`src/rtl/huff_code_gen.sv`:
```
`timescale 1ns/1ps
// huff_code_gen: builds a canonical 4-symbol Huffman code table
// from four 8-bit frequencies, one MIN1/MIN2/MERGE pass per merge.
module huff_code_gen (
  input  logic        CLK,
  input  logic        nRST,
  input  logic        START,
  input  logic [31:0] FREQ,
  output logic        BUSY,
  output logic        DONE,
  output logic [15:0] CODE_TABLE
);

  typedef enum logic [2:0] {
    IDLE, MIN1, MIN2, MERGE, CANON
  } state_t;

  state_t state, state_n;

  logic [9:0] weight [4];
  logic [3:0] mask   [4];
  logic [1:0] depth  [4];
  logic [3:0] active;
  logic [1:0] cnt;
  logic [1:0] sel_a, sel_b;

  logic [1:0] min_a, min_b;
  logic [9:0] wa, wb;
  logic       fa, fb;
  logic [1:0] lo, hi;
  logic [3:0] mm;
  logic [9:0] wsum;
  logic [2:0] code;
  logic [15:0] table_n;

  assign BUSY = (state != IDLE);

  always_ff @(posedge CLK or negedge nRST) begin
    if (!nRST) state <= IDLE;
    else       state <= state_n;
  end

  always_comb begin
    state_n = state;
    unique case (state)
      IDLE:    if (START) state_n = MIN1;
      MIN1:    state_n = MIN2;
      MIN2:    state_n = MERGE;
      MERGE:   state_n = (cnt == 2'd2) ? CANON : MIN1;
      CANON:   state_n = IDLE;
      default: state_n = IDLE;
    endcase
  end

  // Strict less-than keeps the lowest index on ties.
  always_comb begin
    min_a = '0;
    min_b = '0;
    wa    = '0;
    wb    = '0;
    fa    = 1'b0;
    fb    = 1'b0;
    for (int i = 0; i < 4; i++) begin
      if (active[i] && (!fa || weight[i] < wa)) begin
        fa    = 1'b1;
        wa    = weight[i];
        min_a = 2'(i);
      end
      if (active[i] && (2'(i) != sel_a) &&
          (!fb || weight[i] < wb)) begin
        fb    = 1'b1;
        wb    = weight[i];
        min_b = 2'(i);
      end
    end
  end

  always_comb begin
    lo   = (sel_a < sel_b) ? sel_a : sel_b;
    hi   = (sel_a < sel_b) ? sel_b : sel_a;
    mm   = mask[sel_a] | mask[sel_b];
    wsum = weight[sel_a] + weight[sel_b];
  end

  // Canonical code = sum of 2^(Li-Lj) over symbols ordered before i.
  always_comb begin
    table_n = '0;
    code    = '0;
    for (int i = 0; i < 4; i++) begin
      code = '0;
      for (int j = 0; j < 4; j++) begin
        if (j != i &&
            (depth[j] < depth[i] ||
             (depth[j] == depth[i] && j < i)))
          code = code + (3'd1 << (depth[i] - depth[j]));
      end
      table_n[4*i +: 4] = (4'd1 << depth[i]) | {1'b0, code};
    end
  end

  always_ff @(posedge CLK or negedge nRST) begin
    if (!nRST) begin
      for (int i = 0; i < 4; i++) begin
        weight[i] <= '0;
        mask[i]   <= '0;
        depth[i]  <= '0;
      end
      active     <= '0;
      cnt        <= '0;
      sel_a      <= '0;
      sel_b      <= '0;
      DONE       <= 1'b0;
      CODE_TABLE <= '0;
    end else begin
      DONE <= 1'b0;
      unique case (state)
        IDLE: begin
          if (START) begin
            for (int i = 0; i < 4; i++) begin
              weight[i] <= {2'b00, FREQ[8*i +: 8]};
              mask[i]   <= 4'(1 << i);
              depth[i]  <= '0;
            end
            active <= 4'hF;
            cnt    <= '0;
          end
        end
        MIN1: sel_a <= min_a;
        MIN2: sel_b <= min_b;
        MERGE: begin
          for (int i = 0; i < 4; i++)
            if (mm[i]) depth[i] <= depth[i] + 2'd1;
          weight[lo] <= wsum;
          mask[lo]   <= mm;
          active[hi] <= 1'b0;
          cnt        <= cnt + 2'd1;
        end
        CANON: begin
          CODE_TABLE <= table_n;
          DONE       <= 1'b1;
        end
        default: ;
      endcase
    end
  end

endmodule

```
`config.mk`:
```
export PLATFORM = sky130hd
export DESIGN_NAME = huff_code_gen
export DESIGN_NICKNAME = d
export VERILOG_FILES = /design/src/rtl/huff_code_gen.sv
export SDC_FILE = /design/constraint.sdc
export NUM_CORES = 1
export LEC_CHECK = 0
export BUFFER_PORTS_ARGS = -buffer_cell sky130_fd_sc_hd__buf_2
export CORE_MARGIN = 1.5
export CORE_UTILIZATION = 64
export DETAILED_ROUTE_END_ITERATION = 10
export PLACE_DENSITY = 0.83
export SETUP_SLACK_MARGIN = 0.1
export SLEW_MARGIN = 15
export SYNTH_ARGS = -nofsm -noshare
export SYNTH_HDL_FRONTEND = slang
export SYNTH_SLANG_ARGS = --single-unit
```
`constraint.sdc`:
```
create_clock -name CLK -period 16.43 [get_ports CLK]
set_input_delay 3.286 -clock CLK [delete_from_list [all_inputs] [get_ports CLK]]
set_output_delay 3.286 -clock CLK [all_outputs]
set_load 0.05 [all_outputs]
```
==> results.sh <==
export IMPL_yosysWarningCount=0
export IMPL_clockBufferDepth=2
export IMPL_grt_max_degree=68
export IMPL_wl_per_cell_um=20.2
export IMPL_cp_required_ps=16710
export IMPL_min_period_over_period_pct=39.1
export IMPL_synth_edf_count=0
export IMPL_rows=41
export IMPL_grt_pass1_vias=6912
export IMPL_clkLatencyLatePin_ps=360
export IMPL_ctsHoldBuffers=0
export IMPL_tightest_slew_ps=1150
export IMPL_worstPathMaxFanout=19
export IMPL_path_class="reg -> reg"
export IMPL_dr_first_iter_drc_count=764
export IMPL_finalClockSkew_ps=5.44
export IMPL_drc=0
export IMPL_slew_viol_final=0
export IMPL_synth_compound_area_share_pct=17.7
export IMPL_yosys_register_bits=94
export IMPL_vias=7260
export IMPL_muxShareOfSynthArea_pct=10.4
export IMPL_core_area_sq_um=12700
export IMPL_synthSimpleGateAreaFrac_pct=16.2
export IMPL_globalplace_congestion=0.979
export IMPL_syn_nets=1087
export IMPL_maxCapViolCount=0
export IMPL_post_cts_buffers=0
export IMPL_drtAntennaViolNets=0
export IMPL_start_util_pct=66.3
export IMPL_crit_path_end_kind="flip-flop"
export IMPL_drive_gt1_share_pct=14.0
export IMPL_firstDrtPassIters=5
export IMPL_post_synth_num_cell_types=63
export IMPL_status="finished clean"
export IMPL_finalWirelength_um=22900
export IMPL_cts_tree="yes"
export IMPL_slew_headroom_pct=23.2
export IMPL_fmax_ghz=0.156
export IMPL_drt_vias_per_instance=6.40
export IMPL_synthArstFlopShare_pct=100
export IMPL_area_growth_pct=8.28
export IMPL_synth_flop_cell="dfrtp_1"
export IMPL_cts_sinks=94
export IMPL_final_common_cell="ha_1"
export IMPL_cp_arrival_ps=6700
export IMPL_fin_tns_setup_ps=0
export IMPL_fp_dieW_um=118
export IMPL_yosysSeqAreaShare_pct=27.9
export IMPL_cts_buffers=9
export IMPL_layout_common_cells="ha_1, dfrtp_1, nand2_1, nor2_1, o21ai_0"
export IMPL_cp_start_kind="flip-flop"
export IMPL_root_buffer="clkbuf_16"
export IMPL_postSynthCellCount=922
export IMPL_max_stage_delay_ps=460
export IMPL_portBuffers=52
export IMPL_grt_first_pass_wirelength_um=36800
export IMPL_synth_top_cell_by_area="dfrtp_1"
export IMPL_synthTopCellsByArea="dfrtp_1, ha_1, mux4_2"
export IMPL_yosysTopAreaCellShare_pct=27.9
export IMPL_hpwl_um=17400
export IMPL_clkTransAtPathRegs_ps=70
export IMPL_hold_violations=0
export IMPL_die_height_um=118
export IMPL_seqCellArea_sq_um=2350
export IMPL_die_area_sq_um=13900
export IMPL_hp_class="reg -> reg"
export IMPL_cpLargestDelayFamily="compound AO/OA/AOI/OAI gates"
export IMPL_syn_area_sq_um=8430
export IMPL_synth_top_family_by_area="adder cells"
export IMPL_slowest_stage="a31oi_4"
export IMPL_num_antenna_cells=0
export IMPL_grt_usage_pct=34.1
export IMPL_min_period_ps=6420
export IMPL_fillerInstances=997
export IMPL_grt_overflow=0
export IMPL_postSynthAreaPerCell_sq_um=9.14
export IMPL_ios=53
export IMPL_path_buf_inv=1
export IMPL_finalNetCount=1122
export IMPL_cts_resized_gates=0
export IMPL_grt_setup_unrepaired="no"
export IMPL_setup_viol=0
export IMPL_synthXorXnorAreaFrac_pct=3.01
export IMPL_multi_input_area_sq_um=5770
export IMPL_synth_fa_ha_area_share_pct=21.2
export IMPL_antenna_found_initial=0
export IMPL_htreeDepth=3
==> final cells by class <==
type                    instances  area share, %
clock inverters                 7           1.00
flip-flops and latches         94           25.8
well taps                     172           2.36
clock buffers                   9           2.47
multi-input cells             753           63.3
repair buffers                 60           3.54
inverters                      39           1.60
==> metal layers <==
layer	track usage [%]	wire, um
met5	0	0
met4	13.0	714
met3	10.4	2460
met2	50.2	10100
met1	47.5	9700
==> tightest hold or removal path: stages, from the launching register on <==
cell and delay, ps:
dfrtp_1 350, nand3_1 60, o21ai_0 60
==> path summary, 6_finish.rpt <==
| check | cells past startpoint | from | endpoint | slack (ps) |
|---|---|---|---|---|
| hold / removal | 2 | mask[5] | mask[5] | 510 |
| setup / recovery | 27 | sel_a[0] | sel_b[1] | 10010 |
| min in group asynchronous | 1 | nRST | CODE_TABLE[2] | 2820 |
| hold reg to reg | 2 | mask[5] | mask[5] | 510 |
| setup reg to reg | 27 | sel_a[0] | sel_b[1] | 10010 |
| max in group asynchronous | 2 | nRST | weight[13] | 12430 |
==> registers in the layout (all words and copies together) (netlist names) <==
signal / flops
CODE_TABLE: 16
DONE: 1
active: 4
cnt: 2
depth: 8
mask: 16
sel_a: 2
sel_b: 2
state: 3
weight: 40
==> cell families after synthesis <==
group,Yosys count
and+or+nand+nor,297
AOI/OAI and AO/OA,238
adders and majority gates,130
DFF,94
buffers and inverters,75
muxes,59
xor gates and xnor gates,29
==> cells in the mapped netlist (4+ instances only) <==
cell	number
nor2b_1	16
ha_1	109
mux2i_1	11
mux4_2	20
nor2_1	93
o21a_1	4
a21oi_1	60
o211ai_1	4
inv_1	39
mux2_2	28
o22ai_1	4
xor2_1	6
a31oi_1	8
a22oi_1	16
o21bai_1	5
nand3_1	29
nand2b_1	11
xnor2_1	23
dfrtp_1	94
clkbuf_1	26
nand2_1	93
o31ai_1	6
and2_1	20
a21o_1	16
fa_1	21
a211oi_1	9
o21ai_0	77
nor3_1	12
o21ai_1	4
nand4_1	8
==> through the flow <==
| step | hold WS (ps) | cells | utilization [%] | cell area (sq um) | worst slack (ps) |
|---|---|---|---|---|---|
| after floorplan | 461 | 922 | - | 8430 | 10790 |
| after global placement | 483 | 1118 | 69.3 | 8810 | 10180 |
| after detailed placement | 491 | 1118 | 69.3 | 8810 | 10150 |
| after CTS | 508 | 1134 | 71.7 | 9130 | 10080 |
| after global routing | 532 | 1134 | 71.7 | 9130 | 9500 |
| final | 506 | 1134 | 71.7 | 9130 | 10010 |
Power is not shown: default switching activity piles up to over one toggle a cycle in this logic, so the estimate is an artifact.
